`config.mk`:
```
export PLATFORM = sky130hd
export DESIGN_NAME = prm_seq
export DESIGN_NICKNAME = d
export VERILOG_FILES = /design/src/rtl/prm_seq_pkg.sv /design/src/rtl/prm_seq_loop.sv /design/src/rtl/prm_seq.sv
export SDC_FILE = /design/constraint.sdc
export NUM_CORES = 1
export LEC_CHECK = 0
export CAP_MARGIN = 20
export CORE_MARGIN = 1
export CORE_UTILIZATION = 55
export CTS_CLUSTER_SIZE = 8
export DETAILED_ROUTE_END_ITERATION = 6
export GPL_TIMING_DRIVEN = 0
export PLACE_DENSITY = 0.86
export SYNTH_ARGS = -nofsm -noshare
export SYNTH_HDL_FRONTEND = slang
export SYNTH_SLANG_ARGS = --single-unit
```
`constraint.sdc`:
```
create_clock -name clk -period 6.2 [get_ports clk]
set_clock_uncertainty 0.2 [all_clocks]
set_input_delay 0.93 -clock clk [delete_from_list [all_inputs] [get_ports clk]]
set_output_delay 0.93 -clock clk [all_outputs]
set_load 0.02 [all_outputs]
```
`src/rtl/prm_seq_pkg.sv`:
```
// Shared types and defaults for the parameter-load sequencer (prm_seq).
package prm_seq_pkg;

    typedef enum logic [1:0] {
        MODE_FWD  = 2'd0,
        MODE_BWD  = 2'd1,
        MODE_BIAS = 2'd2
    } mode_t;

    typedef enum logic [1:0] {
        IDLE = 2'd0,
        RUN  = 2'd1,
        DONE = 2'd2
    } state_t;

    localparam int NCH_DEF = 16;
    localparam int AW_DEF  = 10;

endpackage

```
`src/rtl/prm_seq_loop.sv`:
```
// loop_cnt: one level of the sequencer's nested loop; counts 0..fin and wraps to 0.
module loop_cnt #(
    parameter int W = 4
) (
    input  logic         clk,
    input  logic         rst,
    input  logic         clr,
    input  logic         en,
    input  logic [W-1:0] fin,
    output logic [W-1:0] cnt,
    output logic         last,
    output logic         wrap
);

    assign last = (cnt == fin);
    assign wrap = en & last;

    always_ff @(posedge clk or negedge rst) begin
        if (!rst) begin
            cnt <= '0;
        end else if (clr) begin
            cnt <= '0;
        end else if (en) begin
            cnt <= last ? '0 : cnt + W'(1);
        end
    end

endmodule

```
`src/rtl/prm_seq.sv`:
```
// prm_seq: streams parameter words into per-channel RAM banks as ki/oc/ic nested loops.
// Optional s_last/err framing check is enabled by defining PRM_SEQ_LAST_CHK_EN.
module prm_seq
    import prm_seq_pkg::*;
#(
    parameter int NCH = NCH_DEF,
    parameter int AW  = AW_DEF,
    localparam int VW = (NCH > 1) ? $clog2(NCH) : 1
) (
    input  logic           clk,
    input  logic           rst,
    input  logic           start,
    input  logic           abort,
    input  logic [1:0]     mode,
    input  logic [VW-1:0]  id,
    input  logic [VW-1:0]  od,
    input  logic [AW-1:0]  fs,
    input  logic [AW-1:0]  ks,
    input  logic           s_valid,
    output logic           s_ready,
    output logic [NCH-1:0] prm_we,
    output logic [VW-1:0]  prm_v,
    output logic [AW-1:0]  prm_a,
    output logic           busy,
    output logic           done
`ifdef PRM_SEQ_LAST_CHK_EN
    ,
    input  logic           s_last,
    output logic           err
`endif
);

    localparam int AVW = AW + VW;

    state_t        state;
    logic [1:0]    mode_s;
    logic [VW-1:0] id_s, od_s;
    logic [AW-1:0] fs_s, ks_s;

    logic          run, beat, clr, bwd;
    logic [VW-1:0] ice;
    logic [AW-1:0] kie;
    logic [AW-1:0] ki;
    logic [VW-1:0] oc, ic;
    logic          ki_last, oc_last, ic_last;
    logic          ki_wrap, oc_wrap;
    logic          fin_beat;
    logic [AVW-1:0] bw_addr;

    assign run  = (state == RUN);
    assign beat = s_valid & run;
    assign clr  = ~run | abort;
    assign bwd  = (mode_s == MODE_BWD);
    assign ice  = bwd ? id_s : '0;
    assign kie  = bwd ? ks_s : ((mode_s == MODE_FWD) ? fs_s : '0);

    loop_cnt #(.W(AW)) u_ki (
        .clk(clk), .rst(rst), .clr(clr), .en(beat), .fin(kie),
        .cnt(ki), .last(ki_last), .wrap(ki_wrap)
    );
    loop_cnt #(.W(VW)) u_oc (
        .clk(clk), .rst(rst), .clr(clr), .en(ki_wrap), .fin(od_s),
        .cnt(oc), .last(oc_last), .wrap(oc_wrap)
    );
    loop_cnt #(.W(VW)) u_ic (
        .clk(clk), .rst(rst), .clr(clr), .en(oc_wrap), .fin(ice),
        .cnt(ic), .last(ic_last), .wrap()
    );

    assign fin_beat = beat & ki_last & oc_last & ic_last;

    // Transposed layout: each input channel owns a block of ks+1 addresses, walked backwards.
    assign bw_addr = AVW'(ic) * (AVW'(ks_s) + AVW'(1)) + AVW'(ks_s) - AVW'(ki);
    assign prm_a   = bwd ? bw_addr[AW-1:0] : ki;
    assign prm_v   = oc;

    always_comb begin
        prm_we = '0;
        for (int i = 0; i < NCH; i++) begin
            if (beat && (oc == VW'(i))) prm_we[i] = 1'b1;
        end
    end

    assign s_ready = run;
    assign busy    = run | (state == DONE);
    assign done    = (state == DONE);

    always_ff @(posedge clk or negedge rst) begin
        if (!rst) begin
            state  <= IDLE;
            mode_s <= 2'd0;
            id_s   <= '0;
            od_s   <= '0;
            fs_s   <= '0;
            ks_s   <= '0;
        end else if (abort) begin
            state <= IDLE;
        end else begin
            case (state)
                IDLE: if (start) begin
                    state  <= RUN;
                    mode_s <= mode;
                    id_s   <= id;
                    od_s   <= od;
                    fs_s   <= fs;
                    ks_s   <= ks;
                end
                RUN:     if (fin_beat) state <= DONE;
                DONE:    state <= IDLE;
                default: state <= IDLE;
            endcase
        end
    end

`ifdef PRM_SEQ_LAST_CHK_EN
    always_ff @(posedge clk or negedge rst) begin
        if (!rst) begin
            err <= 1'b0;
        end else if ((state == IDLE) && start && !abort) begin
            err <= 1'b0;
        end else if (beat && (s_last != fin_beat)) begin
            err <= 1'b1;
        end
    end
`endif

endmodule

```
==> flow_summary.yaml <==
place:
  dp_hpwl_um: 8410
  dp_slack_ns: 0.0388
  dp_cells: 658
  gp_congestion: 0.866
  port_buffers: 67
synth:
  synth-main-ff-cell: "dfrtp_1"
  yosysSeqAreaShare_pct: 28.1
  synth_compound_area_share_pct: 9.14
  synthMostInstantiatedCell: "inv_1"
  synth_fa_ha_area_share_pct: 19.4
  postSynthAreaPerCell_um2: 9.13
  synth_edf_count: 0
  synth.mux.area_fraction_pct: 11.1
  synth_xor_area_share_pct: 5.43
  yosysWarningCount: 0
  synth_top_area_share_pct: 28.1
  yosysUniqueCellTypes: 52
  synth.net_count: 573
  yosysTopAreaCell: "dfrtp_1"
  syn_inst: 487
  synthSimpleGateAreaFrac_pct: 19.9
  synth_top_family_by_area: "simple AND/OR/NAND/NOR gates"
  synthTopCellsByCount: "55 x inv_1, 50 x dfrtp_1, 44 x nand2_1"
  ys_seq_elements: 50
  syn_area_um2: 4450
  netlist_top_cells_area: "dfrtp_1 28%, fa_1 14%, mux2_2 8.4%, ha_1 5.9%, inv_1 4.6%"
  synthArstFlopShare_pct: 100
worst_hold_path:
  hp-class: "reg2reg"
timing:
  slew_violations: 0
  slew_headroom_pct: 53.0
  fin_ws_ns: 0.222
  hold_viol: 0
  tightest_slew_ns: 0.698
  fin_crit_sh_pct: 96.4
  final.min_clock_period_ns: 5.98
  setup_viol: 0
  fmax_mhz: 167
clock_network:
  clock-sinks: 50
  clkTransAtPathRegs_ns: 0.09
  max-clock-path-buffers: 2
  clkLatencyLatePin_ns: 0.31
  ctsHoldBuffers: 0
  htree_num_levels: 2
  root_buffer: "clkbuf_8"
  cts_buffers: 5
  cts_tree: "built"
die:
  rows: 32
  start_util_pct: 57.2
  die_w_um: 91.9
  die_area_um2: 8450
  die_y_um: 91.9
  io_pins: 68
  coreArea_um2: 7770
power_and_ir_drop:
  seqPwrFrac_pct: 33.0
  p_comb_share_pct: 53.0
  powerDensity_nw_per_um2: 249
  p_sw_share_pct: 41.2
  clkPwrFrac_pct: 14.0
  cellInternalPower_uw: 790
  p_leak_nw: 2.30
  ir_drop_uv: 234
  net-switching-power_uw: 553
global_route:
  first_global_vias: 3842
  grt_overflow: 0
  grt_max_degree: 27
  track_usage_pct: 26.5
  grt_pass1_wl_um: 17900
  antenna_found_initial: 0
critical_path:
  crit_path_cell_trace: "ha_2 > and2_1 > a21oi_1 > or2_2 > and2_1 > fa_1 > inv_1 > fa_1 > fa_1 > xnor2_1 > xnor2_1 > xnor2_1 > xnor3_1 > xnor2_1 > xor2_1 > o21ai_0 > clkbuf_2"
  critPathMaxStageDelay_ns: 0.50
  worst-setup-path-type: "reg2out"
  crit_top_cell: "xnor2_1"
  cp.required_ns: 5.07
  cp-start-kind: "flop"
  cp_slowest_cell: "fa_1"
  critPathArrivalTime_ns: 4.85
  timing.critical_path.max_delay_family: "adder cells"
  worstSetupEndpointType: "output pin"
  worst-path-max-fanout: 5
  critPathBufInv: 2
final_layout:
  regArea_um2: 1250
  drive_gt1_share_pct: 11.8
  finalNonFillerCells: 668
  multi_input_area_um2: 2920
  final_net_count: 652
  syn_to_final_growth_pct: 21.4
  num-fill-cells: 576
  diodes: 0
drt:
  remaining_drc_errors: 0
  via_per_inst: 5.79
  ant_nets: 0
  first_iter_violations: 301
  drt-total-wl_um: 10600
  first_pass_iters: 5
  wl_per_cell_um: 15.9
  via_count: 3868
flow_run:
  cap_violations: 0
outcome:
  status: "completed"
==> metal layers <==
layer	part of all wire, %	vias up	wire length (µm)	GRT usage, %
met5	0	-	0	0
met4	2.0	0	207	7.42
met3	5.5	21	582	2.49
met2	51	159	5390	47.9
met1	42	1906	4410	33.8
li1	-	1782	-	-
==> cells by family (layout without fill, tap and decap cells) <==
family / count (synthesis) / after routing
compound gates: 69 / 69
other cells: 1 / 1
fa+ha+maj: 51 / 51
simple gates: 169 / 169
mux: 45 / 45
buf+inv: 76 / 155
flops: 50 / 50
xor+xnor: 26 / 26
==> power groups by stage <==
stage	Sequential, mW	Combinational (mW)	Clock (mW)
floorplan	0.423	0.514	0
global placement	0.443	0.662	0
detailed placement	0.446	0.704	0
CTS	0.441	0.702	0.188
global route	0.449	0.794	0.203
finish	0.443	0.712	0.188
==> per-stage QoR <==
step / instance area, µm² / hold slack [ns] / power (mW) / TNS (ns) / utilization [%]
after global placement: 5250 / 0.290 / 1.10 / 0 / 67.5
after detailed placement: 5270 / 0.298 / 1.15 / 0 / 67.9
final: 5400 / 0.318 / 1.34 / 0 / 69.5
after floorplan: 4450 / 0.279 / 0.936 / 0 / -
after global routing: 5400 / 0.345 / 1.45 / -0.00532 / 69.5
after CTS: 5360 / 0.320 / 1.33 / 0 / 69.1
==> final cells by class <==
type / instances / area share, %
Buffer: 21 / 1.78
Clock buffer: 5 / 1.27
Clock inverter: 2 / 0.278
Inverter: 55 / 3.82
Multi-Input combinational cell: 361 / 54.0
Sequential cell: 50 / 23.2
Tap cell: 102 / 2.36
Timing Repair Buffer: 72 / 13.3
==> sequential cells by signal (all words and copies together), names as in the netlist <==
| register | flops |
|---|---|
| fs_s | 10 |
| id_s | 4 |
| ks_s | 10 |
| mode_s | 2 |
| od_s | 4 |
| state | 2 |
| u_ic.cnt | 4 |
| u_ki.cnt | 10 |
| u_oc.cnt | 4 |
==> cell usage in the layout, fill, tap and decap left out, types with 4 or more instances in the layout <==
| cell type | count |
|---|---|
| mux2_2 | 33 |
| xnor2_1 | 12 |
| clkdlybuf4s50_1 | 62 |
| clkbuf_1 | 14 |
| buf_4 | 5 |
| or3_1 | 9 |
| nor3_1 | 12 |
| clkbuf_8 | 5 |
| mux2i_1 | 12 |
| nand2b_1 | 13 |
| inv_1 | 55 |
| nor2_1 | 28 |
| a31oi_1 | 10 |
| nand4_1 | 4 |
| o21ai_0 | 22 |
| nand3_1 | 13 |
| and2_1 | 15 |
| and3_1 | 5 |
| fa_1 | 30 |
| dfrtp_1 | 47 |
| nor2b_1 | 7 |
| nand2_1 | 44 |
| a21oi_1 | 20 |
| o211ai_1 | 4 |
| ha_1 | 20 |
| xor2_1 | 11 |
==> worst register-to-register path: stages, from the launching register on <==
cell	delay, ns
dfrtp_1	0.36
clkbuf_1	0.29
or2b_1	0.24
clkbuf_1	0.42
o21ai_0	0.17
a21oi_1	0.47
nand3_1	0.16
o211a_1	0.23
a211oi_1	0.22
==> path summary, 6_finish.rpt <==
check                      slack [ns]  cells after the start        to      start
max                              0.22                     17  prm_a[9]    ks_s[1]
min                              0.32                      1   fs_s[2]    fs_s[2]
max reg2reg                      3.33                      8  state[0]  mode_s[1]
min reg2reg                      0.32                      1   fs_s[2]    fs_s[2]
max in group asynchronous        4.82                      2   ks_s[0]        rst
min in group asynchronous        0.42                      1   id_s[1]        rst
==> repair_timing <==
action                                  4_1_cts  5_1_grt
gates resized for setup                       5       12
pin swaps                                     0        1
endpoints found under the setup margin        2        4
buffers inserted                              0        3
(Power assumes the default switching activity.)
